<file path="src/rtl/fft_corr_pkg.sv">
// Shared types and constants for the fast-correlation FFT sequencer.
//  seq_state_t : sequencer FSM states
//  pass_e      : which of the three FFT passes is in progress
//  SRC_NONE    : data-mux select value that routes no source into the core
//  CFG_FWD_DEFAULT : default config word for forward passes
package fft_corr_pkg;

    typedef enum logic [2:0] {
        ST_IDLE   = 3'd0,
        ST_CFG    = 3'd1,
        ST_RUN    = 3'd2,
        ST_DRAIN  = 3'd3,
        ST_FINISH = 3'd4,
        ST_ABORT  = 3'd5
    } seq_state_t;

    typedef enum logic [1:0] {
        PASS_FWD_A = 2'd0,
        PASS_FWD_B = 2'd1,
        PASS_INV   = 2'd2
    } pass_e;

    localparam logic [1:0] SRC_NONE        = 2'd3;
    localparam logic [7:0] CFG_FWD_DEFAULT = 8'hFF;

endpackage

</file>
<file path="src/rtl/fft_beat_counter.sv">
// Frame beat counter used for both the core input and output streams.
//  aclk   : clock
//  areset : async reset, active high
//  clear  : synchronous clear (wins over inc)
//  inc    : count one beat
//  last   : high while the registered count equals NFFT-1
// NFFT is a power of two, so the count wraps to zero on the last beat.
module fft_beat_counter #(
    parameter int NFFT  = 1024,
    parameter int CNT_W = $clog2(NFFT)
) (
    input  logic aclk,
    input  logic areset,
    input  logic clear,
    input  logic inc,
    output logic last
);

    localparam logic [CNT_W-1:0] LAST_VAL = CNT_W'(NFFT - 1);

    logic [CNT_W-1:0] count_r;

    // Beat count register: clear has priority over increment
    always_ff @(posedge aclk or posedge areset) begin
        if (areset) begin
            count_r <= {CNT_W{1'b0}};
        end else if (clear) begin
            count_r <= {CNT_W{1'b0}};
        end else if (inc) begin
            count_r <= count_r + CNT_W'(1);
        end
    end

    assign last = (count_r == LAST_VAL);

endmodule

</file>
<file path="src/rtl/fft_corr_sequencer.sv">
// Sequences one FFT core through the three passes of a fast correlation:
// forward FFT of frame A, forward FFT of frame B, inverse FFT of the product.
// Ports:
//  aclk, areset          : clock, async active-high reset
//  start                 : begin a 3-pass sequence (only accepted in IDLE)
//  busy / done / error   : sequence status; done and error are 1-cycle pulses
//  pass_id               : current pass (0=FWD_A 1=FWD_B 2=INV)
//  src_sel               : data mux select, pass_id during RUN else SRC_NONE
//  cfg_tdata/tvalid/tready : one config word per pass to the core
//  in_beat, in_tlast     : core input handshake and generated input tlast
//  out_beat, out_tlast   : core output handshake and its tlast
//  core_evt              : core framing error event
module fft_corr_sequencer
    import fft_corr_pkg::*;
#(
    parameter int               NFFT    = 1024,
    parameter int               CFG_W   = 8,
    parameter logic [CFG_W-1:0] CFG_FWD = CFG_W'(CFG_FWD_DEFAULT),
    parameter int               TIMEOUT = 4 * NFFT
) (
    input  logic             aclk,
    input  logic             areset,
    input  logic             start,
    output logic             busy,
    output logic             done,
    output logic             error,
    output logic [1:0]       pass_id,
    output logic [1:0]       src_sel,
    output logic [CFG_W-1:0] cfg_tdata,
    output logic             cfg_tvalid,
    input  logic             cfg_tready,
    input  logic             in_beat,
    output logic             in_tlast,
    input  logic             out_beat,
    input  logic             out_tlast,
    input  logic             core_evt
);

    localparam int             ST_W       = (TIMEOUT > 0) ? $clog2(TIMEOUT + 1) : 1;
    localparam logic [ST_W-1:0] STALL_LAST = ST_W'(TIMEOUT - 1);
    localparam bit             STALL_EN   = (TIMEOUT != 0);

    seq_state_t       state_r;
    pass_e            pass_id_r;
    logic             busy_r, done_r, error_r, cfg_tvalid_r, out_done_r;
    logic [CFG_W-1:0] cfg_tdata_r;
    logic [1:0]       src_sel_r;
    logic [ST_W-1:0]  stall_r;

    logic idle_s, run_s, active_s, cfg_hs_s, hs_s;
    logic in_inc_s, in_last_s, in_done_s, in_clr_s;
    logic out_inc_s, out_last_s, out_tl_s, out_ok_s, out_bad_s, out_clr_s;
    logic stall_hit_s, abort_s, drain_go_s;

    assign idle_s   = (state_r == ST_IDLE);
    assign run_s    = (state_r == ST_RUN);
    assign active_s = (state_r == ST_CFG) || run_s || (state_r == ST_DRAIN);
    assign cfg_hs_s = cfg_tvalid_r & cfg_tready;
    assign hs_s     = cfg_hs_s | in_beat | out_beat;

    assign in_inc_s  = run_s & in_beat;
    assign in_done_s = in_inc_s & in_last_s;
    assign in_clr_s  = idle_s | cfg_hs_s | abort_s;

    // Output beats of a pass may arrive while the input side is still running,
    // so they are counted in every active state and an early tlast is latched.
    assign out_inc_s = active_s & out_beat;
    assign out_tl_s  = out_inc_s & out_tlast;
    assign out_ok_s  = out_tl_s & out_last_s;
    assign out_bad_s = out_tl_s & ~out_last_s;
    assign out_clr_s = idle_s | out_ok_s | abort_s;

    assign stall_hit_s = STALL_EN & ~hs_s & (stall_r == STALL_LAST);
    assign abort_s     = active_s & (core_evt | out_bad_s | stall_hit_s);
    assign drain_go_s  = (state_r == ST_DRAIN) & (out_done_r | out_ok_s);

    fft_beat_counter #(.NFFT(NFFT)) u_in_cnt (
        .aclk   (aclk),
        .areset (areset),
        .clear  (in_clr_s),
        .inc    (in_inc_s),
        .last   (in_last_s)
    );

    fft_beat_counter #(.NFFT(NFFT)) u_out_cnt (
        .aclk   (aclk),
        .areset (areset),
        .clear  (out_clr_s),
        .inc    (out_inc_s),
        .last   (out_last_s)
    );

    // Sequencer FSM with registered status, config and mux-select outputs
    always_ff @(posedge aclk or posedge areset) begin
        if (areset) begin
            state_r      <= ST_IDLE;
            pass_id_r    <= PASS_FWD_A;
            busy_r       <= 1'b0;
            done_r       <= 1'b0;
            error_r      <= 1'b0;
            cfg_tvalid_r <= 1'b0;
            cfg_tdata_r  <= {CFG_W{1'b0}};
            src_sel_r    <= SRC_NONE;
            out_done_r   <= 1'b0;
            stall_r      <= {ST_W{1'b0}};
        end else begin
            done_r  <= 1'b0;
            error_r <= 1'b0;
            if (!active_s || hs_s) begin
                stall_r <= {ST_W{1'b0}};
            end else begin
                stall_r <= stall_r + ST_W'(1);
            end
            if (out_ok_s) begin
                out_done_r <= 1'b1;
            end
            if (abort_s) begin
                state_r      <= ST_ABORT;
                busy_r       <= 1'b0;
                error_r      <= 1'b1;
                cfg_tvalid_r <= 1'b0;
                src_sel_r    <= SRC_NONE;
                out_done_r   <= 1'b0;
                stall_r      <= {ST_W{1'b0}};
            end else begin
                case (state_r)
                    ST_IDLE: begin
                        out_done_r <= 1'b0;
                        if (start) begin
                            state_r      <= ST_CFG;
                            pass_id_r    <= PASS_FWD_A;
                            busy_r       <= 1'b1;
                            cfg_tvalid_r <= 1'b1;
                            cfg_tdata_r  <= CFG_FWD;
                            src_sel_r    <= SRC_NONE;
                        end
                    end
                    ST_CFG: begin
                        if (cfg_hs_s) begin
                            state_r      <= ST_RUN;
                            cfg_tvalid_r <= 1'b0;
                            src_sel_r    <= pass_id_r;
                        end
                    end
                    ST_RUN: begin
                        if (in_done_s) begin
                            state_r   <= ST_DRAIN;
                            src_sel_r <= SRC_NONE;
                        end
                    end
                    ST_DRAIN: begin
                        if (drain_go_s) begin
                            out_done_r <= 1'b0;
                            if (pass_id_r == PASS_INV) begin
                                state_r <= ST_FINISH;
                                busy_r  <= 1'b0;
                                done_r  <= 1'b1;
                            end else begin
                                state_r      <= ST_CFG;
                                pass_id_r    <= (pass_id_r == PASS_FWD_A) ? PASS_FWD_B : PASS_INV;
                                cfg_tvalid_r <= 1'b1;
                                // Only the step into the inverse pass gets the zero word
                                cfg_tdata_r  <= (pass_id_r == PASS_FWD_A) ? CFG_FWD : {CFG_W{1'b0}};
                            end
                        end
                    end
                    ST_FINISH: state_r <= ST_IDLE;
                    ST_ABORT:  state_r <= ST_IDLE;
                    default: begin
                        state_r      <= ST_IDLE;
                        busy_r       <= 1'b0;
                        cfg_tvalid_r <= 1'b0;
                        src_sel_r    <= SRC_NONE;
                    end
                endcase
            end
        end
    end

    assign busy       = busy_r;
    assign done       = done_r;
    assign error      = error_r;
    assign pass_id    = pass_id_r;
    assign src_sel    = src_sel_r;
    assign cfg_tdata  = cfg_tdata_r;
    assign cfg_tvalid = cfg_tvalid_r;
    assign in_tlast   = run_s & in_last_s;

endmodule

</file>
<file path="config.mk">
export PLATFORM = sky130hd
export DESIGN_NAME = fft_corr_sequencer
export DESIGN_NICKNAME = d
export VERILOG_FILES = /design/src/rtl/fft_corr_pkg.sv /design/src/rtl/fft_beat_counter.sv /design/src/rtl/fft_corr_sequencer.sv
export SDC_FILE = /design/constraint.sdc
export NUM_CORES = 1
export LEC_CHECK = 0
export BUFFER_PORTS_ARGS = -buffer_cell sky130_fd_sc_hd__buf_2
export CAP_MARGIN = 10
export CORE_MARGIN = 2
export CORE_UTILIZATION = 40
export CTS_BUF_LIST = sky130_fd_sc_hd__clkbuf_4
export DETAILED_ROUTE_END_ITERATION = 8
export PLACE_DENSITY = 0.63
export RECOVER_POWER = 25
export SYNTH_ARGS = -nofsm -noshare
export SYNTH_HDL_FRONTEND = slang
export SYNTH_SLANG_ARGS = --single-unit
</file>
<file path="constraint.sdc">
create_clock -name aclk -period 4.3 [get_ports aclk]
set_input_delay 0.86 -clock aclk [delete_from_list [all_inputs] [get_ports aclk]]
set_output_delay 0.86 -clock aclk [all_outputs]
set_load 0.02 [all_outputs]
</file>
Yosys cells after proc, flatten, opt, wreduce, memory -nomap -nowiden:

Cells that the tools add are included.

* input port bits: 8
* bits in registers: 53
* word-level logic and storage cells: 123
* output and inout port bits: 17

* add/subtract/negate cells: 3
* bitwise gates (word level): 23
* equality and inequality tests: 21
* reductions and logical operators: 17
* muxes and demuxes: 47

Operators by type and width (number)
* $mux W10: 4
* $mux W8: 4
* $mux W13: 2
* $add A10 B1 Y10 const B: 2
* $eq A10 B10 Y1 const B: 2
* $mux W3: 6
* $mux W1: 16
* $mux W2: 8
* $pmux W8 S2: 1
* $add A13 B1 Y13 const B: 1
* $eq A13 B12 Y1 const B: 1
* $pmux W3 S4: 1
* $reduce_and A4 Y1: 3
* $and A1 B1 Y1: 11
* $reduce_and A5 Y1: 2
* $ne A3 B3 Y1 const B: 3
* $or A1 B1 Y1: 9
* $pmux W2 S4: 1
* $eq A3 B2 Y1 const B: 2
* $eq A3 B3 Y1 const B: 2
* $ne A2 B1 Y1 const B: 3
* $ne A2 B2 Y1 const B: 3
* $ne A3 B2 Y1 const B: 2
* $reduce_bool A2 Y1: 3
* 14 further kinds: 19

Logic depth before layout (Yosys ltp):

* depth after elaboration: 11
* mapped depth: 8
* gate-level depth less buffers: 7

Hierarchy:

A second synthesis with hierarchy kept.

* cells, all modules: 259
* area total of the unflattened synthesis: 2486.1 sq um

Modules (own cells, without submodules)
* fft_corr_sequencer: area each 1447.6 sq um, seq. area each 653.1 sq um, cells each 155, instances 1
* fft_beat_counter: area each 519.2 sq um, seq. area each 250.2 sq um, cells each 52, instances 2

Worst setup path before layout:

OpenSTA, ideal clock, no wires.

* kind: register -> output
* start point: register u_in_cnt.count_r[0]
* end point: output port in_tlast
* arrival: 1.442 ns
* required time: 3.440 ns
* path buffers: 0
* setup slack: 1.998 ns
* cell stages (with the launch flop): 5
* path through: dfrtp_1 ha_1 and3_1 nand4_1 nor4_1

* word-level cells in the longest chain between the ends: 2

Ends and longest elaborated chain
* from (decl): RTL line fft_beat_counter.sv:21 `logic [CNT_W-1:0] count_r;`
* from (signal assigned): RTL line fft_beat_counter.sv:26 `count_r <= {CNT_W{1'b0}};`
* from (signal assigned): RTL line fft_beat_counter.sv:28 `count_r <= {CNT_W{1'b0}};`
* from (signal assigned): RTL line fft_beat_counter.sv:30 `count_r <= count_r + CNT_W'(1);`
* $eq A10 B10 Y1: RTL line fft_beat_counter.sv:34 `assign last = (count_r == LAST_VAL);`
* $and A1 B1 Y1: RTL line fft_corr_sequencer.sv:187 `assign in_tlast = run_s & in_last_s;`
* to (decl): RTL line fft_corr_sequencer.sv:33 `output logic in_tlast,`

No other way between the ends.

Worst setup path in the final report:

* start point: register stall_r[0]
* end point: register u_in_cnt.count_r[7]

* word-level cells in the longest chain between the ends: 6
* elaborated cells between the ends (all ways): 7
* those cells by class: eq/ne (1); mux (1); bitwise (4); reduce/logical (1)

Ends and longest elaborated chain
* from (decl): RTL line fft_corr_sequencer.sv:48 `logic [ST_W-1:0] stall_r;`
* from (signal assigned): RTL line fft_corr_sequencer.sv:105 `stall_r <= {ST_W{1'b0}};`
* from (signal assigned): RTL line fft_corr_sequencer.sv:110 `stall_r <= {ST_W{1'b0}};`
* from (signal assigned): RTL line fft_corr_sequencer.sv:112 `stall_r <= stall_r + ST_W'(1);`
* $eq A13 B12 Y1 *: RTL line fft_corr_sequencer.sv:73 `assign stall_hit_s = STALL_EN & ~hs_s & (stall_r == STALL_LAST);`
* $and A1 B1 Y1 *: RTL line fft_corr_sequencer.sv:73
* $or A1 B1 Y1 *: RTL line fft_corr_sequencer.sv:74 `assign abort_s = active_s & (core_evt | out_bad_s | stall_hit_s);`
* $and A1 B1 Y1 *: RTL line fft_corr_sequencer.sv:74
* $or A1 B1 Y1 *: RTL line fft_corr_sequencer.sv:63 `assign in_clr_s = idle_s | cfg_hs_s | abort_s;`
* $mux W10 / $reduce_bool A2 Y1 (equally long branches)

Every way passes the cells marked *; elsewhere a longest branch is shown, timed or not.
A chain may end at the register's enable or synchronous reset.

==> metrics <==
Reg clk slew, reported paths 0.14 ns; Final period util 63.2%; Slew @ Worst Pin 1.70 ns; violations in the final reports capacitance limit, slew limit; status complete, but fails checks; Reg2Reg Depth 7; Clock Sinks 46; post-CTS sizing 0; FILL cells 618; endpoint type of the worst setup path register; yosys warns 0; Leak 0.00113 uW; Distinct cells, synth 56; post-DR wirelength/cell 13.2 um; Root Driver clkbuf_4; first-pass GRT wire length 7.96 mm; worst-skew pair later-pin latency 0.36 ns; GRT Util Overall 13.9%; initial antenna violation count 0; CP Cell Sequence ha_1, and4_1, nand4_1, o31a_1, o21ai_2, or3b_1, nor2_2; io pins 25; TritonCTS clock tree yes; setup violators final 0; Seq. cell area 1150 sq um; max cap viols 1; Initial Util 40.7%; Post-DRT Antenna Nets 0; Max transition margin -13.5%; Num CTS Buffers 5; Synth-to-Final Area Change 7.70%; # DRC 0; CP startpoint kind register; RePlAce Congestion 0.755; Min Hold Slack 0.520 ns; vias in the first global route 1,716; initial DRC count 86; Slew Limit Fails 47; Nets 274; ys async rst share 100%; final wirelength 4.51 mm; clock buffer depth 2; Pre-antenna DRT Iters 4; Syn Nets 259; maximum vdd drop 0.000349 V; min Tclk post-route 2.72 ns; EDFF count, synth 0; cts hold-fix bufs 0; Die ar. 7040 sq um; via count 1,779; critical path class reg2reg; WP buf/inv 0; Syn Inst Count 248; CTS H-tree lvls 2; multi-input logic area 1250 sq um; setup tns final 0 ns; num rows 29; worst-path fanout max 11; final hold viol count 0; Crit path depth 7; DR vias/cell 5.22; Req. time, crit path 4.53 ns; Slowest-stage cell, CP or3b_1; sequential share of the synthesized area 45.2%; #FFs+latches synth 46; number of port buffers 24; core area 6280 sq um; largest net degree at the start of global routing 47; die width 83.9 um; Vert. Die Dim 83.9 um; # diodes 0; arrival time worst endpoint 2.95 ns; Post-DP HPWL 3.17 mm; Mapped Avg Cell Area 10.3 sq um; Max Clk Rate 0.368 GHz; Synth Flop Type dfrtp_1; PD cells 509 nW/um^2; Congestion Overflow GR 0; postcts setup bufs 0; Netlist Area Pre-Place 2550 sq um; largest stage delay on the critical path 0.58 ns; unrepaired setup endpoints after global routing no; Fin Clk Skew 0.0131 ns; worst hold path type reg2reg; layout cells sized above 1 25.4%; Crit path max-delay family simple AND/OR/NAND/NOR gates; WHS Path Cells 1
==> per-layer routing <==
metal  vias up  routed length (um)  share of wire (%)  GRT usage (%)
li1        885                   -                  -              -
met1       853                2180                 48           18.4
met2        35                2120                 47           22.7
met3         6                 166                3.7           3.46
met4         0                  51                1.1           3.52
met5         -                   0                  0              0
==> state kept, by name (all words and copies together), names as in the netlist <==
register / flops
cfg_tvalid: 1
u_out_cnt.count_r: 10
out_done_r: 1
src_sel: 2
stall_r: 13
error: 1
u_in_cnt.count_r: 10
pass_id: 2
cfg_tdata: 1
done: 1
busy: 1
state_r: 3
==> worst register-to-register path: cells and delay by family, from the launching register on <==
kind                     cells  cell delay, ns
AO/OA/AOI/OAI                2            0.82
flip-flops                   1            0.45
adder cells (fa/ha/maj)      1            0.22
AND/OR/NAND/NOR              4            1.10
==> cell usage after synthesis, drive strengths merged, types with 2 or more instances <==
| master | number | area (sq um) |
|---|---|---|
| mux2i | 2 | 20.0 |
| nor4 | 2 | 18.8 |
| or3 | 4 | 30.0 |
| inv | 7 | 26.3 |
| xor2 | 16 | 140 |
| o32a | 2 | 20.0 |
| o21ai | 6 | 33.8 |
| nor3 | 3 | 15.0 |
| a21oi | 8 | 40.0 |
| a2111oi | 2 | 23.8 |
| nand4 | 8 | 62.6 |
| nand2 | 19 | 73.8 |
| nand3 | 12 | 65.1 |
| and2 | 4 | 25.0 |
| a31oi | 2 | 18.8 |
| and4 | 3 | 26.3 |
| ha | 3 | 37.5 |
| o41a | 2 | 22.5 |
| and3 | 6 | 37.5 |
| o22a | 2 | 17.5 |
| buf | 15 | 118 |
| dfstp | 2 | 52.6 |
| xnor2 | 11 | 96.3 |
| dfrtp | 44 | 1100 |
| nor2 | 45 | 264 |
==> area by class of cell <==
type                       count  area share, %
inverter                       7          0.956
tap                           77           3.50
multi-input combinational    179           45.5
sequential                    46           42.0
clock buffer                   5           1.37
timing repair buffer          24           4.37
clock inverter                 3           2.32
==> final timing paths <==
path / from / to / slack, ns
max reg2reg: stall_r[0] / u_in_cnt.count_r[7] / 1.58
min: busy / busy / 0.52
max: stall_r[0] / u_in_cnt.count_r[7] / 1.58
min in group asynchronous: areset / stall_r[1] / 1.00
min reg2reg: busy / busy / 0.52
max in group asynchronous: areset / u_in_cnt.count_r[3] / 2.29
==> layout by cell type, fill, tap and decap left out, types with 2 or more instances in the layout <==
cell and n:
o22a_1 2, nor3_1 3, dfrtp_1 44, and4_1 3, nor2_4 9, nand4_2 2
o32a_1 2, bufinv_16 2, and3_1 6, xnor2_1 11, buf_2 24, nor2_2 11
inv_1 7, mux2i_1 2, o21ai_0 3, a21oi_1 8, nand4_1 6, dfstp_2 2
ha_1 3, or3_1 3, xor2_1 16, o21ai_1 2, nor2_1 25, and2_1 4
o41a_1 2, nand2_1 18, clkbuf_4 5, nand3_1 11
==> power by group <==
group          internal (uW)  total [uW]  switching, uW
Sequential               485         576           91.5
Combinational            176         504            328
Clock                    179         320            141
==> through the flow <==
stage / setup slack [ns] / util (%) / area, sq um / total power, uW / instances
2_1_floorplan: 2.00 / - / 2550 / 1040 / 248
3_3_place_gp: 1.62 / 42.2 / 2650 / 1090 / 333
3_5_place_dp: 1.54 / 42.2 / 2650 / 1090 / 333
4_1_cts: 1.54 / 43.8 / 2750 / 1410 / 341
5_1_grt: 1.32 / 43.8 / 2750 / 1490 / 341
6_report: 1.58 / 43.8 / 2750 / 1400 / 341
==> cell families (layout without fill, tap and decap cells) <==
| logic type | count (synthesis) | after routing | synth area share [%] |
|---|---|---|---|
| AOI/OAI and AO/OA | 34 | 34 | 10.8 |
| xor gates and xnor gates | 27 | 27 | 9.26 |
| adders and majority gates | 3 | 3 | 1.47 |
| buffers and inverters | 23 | 39 | 5.78 |
| DFF | 46 | 46 | 45.2 |
| muxes | 3 | 3 | 1.23 |
| and+or+nand+nor | 112 | 112 | 26.2 |
No activity file was read; power rests on OpenSTA's default activity.
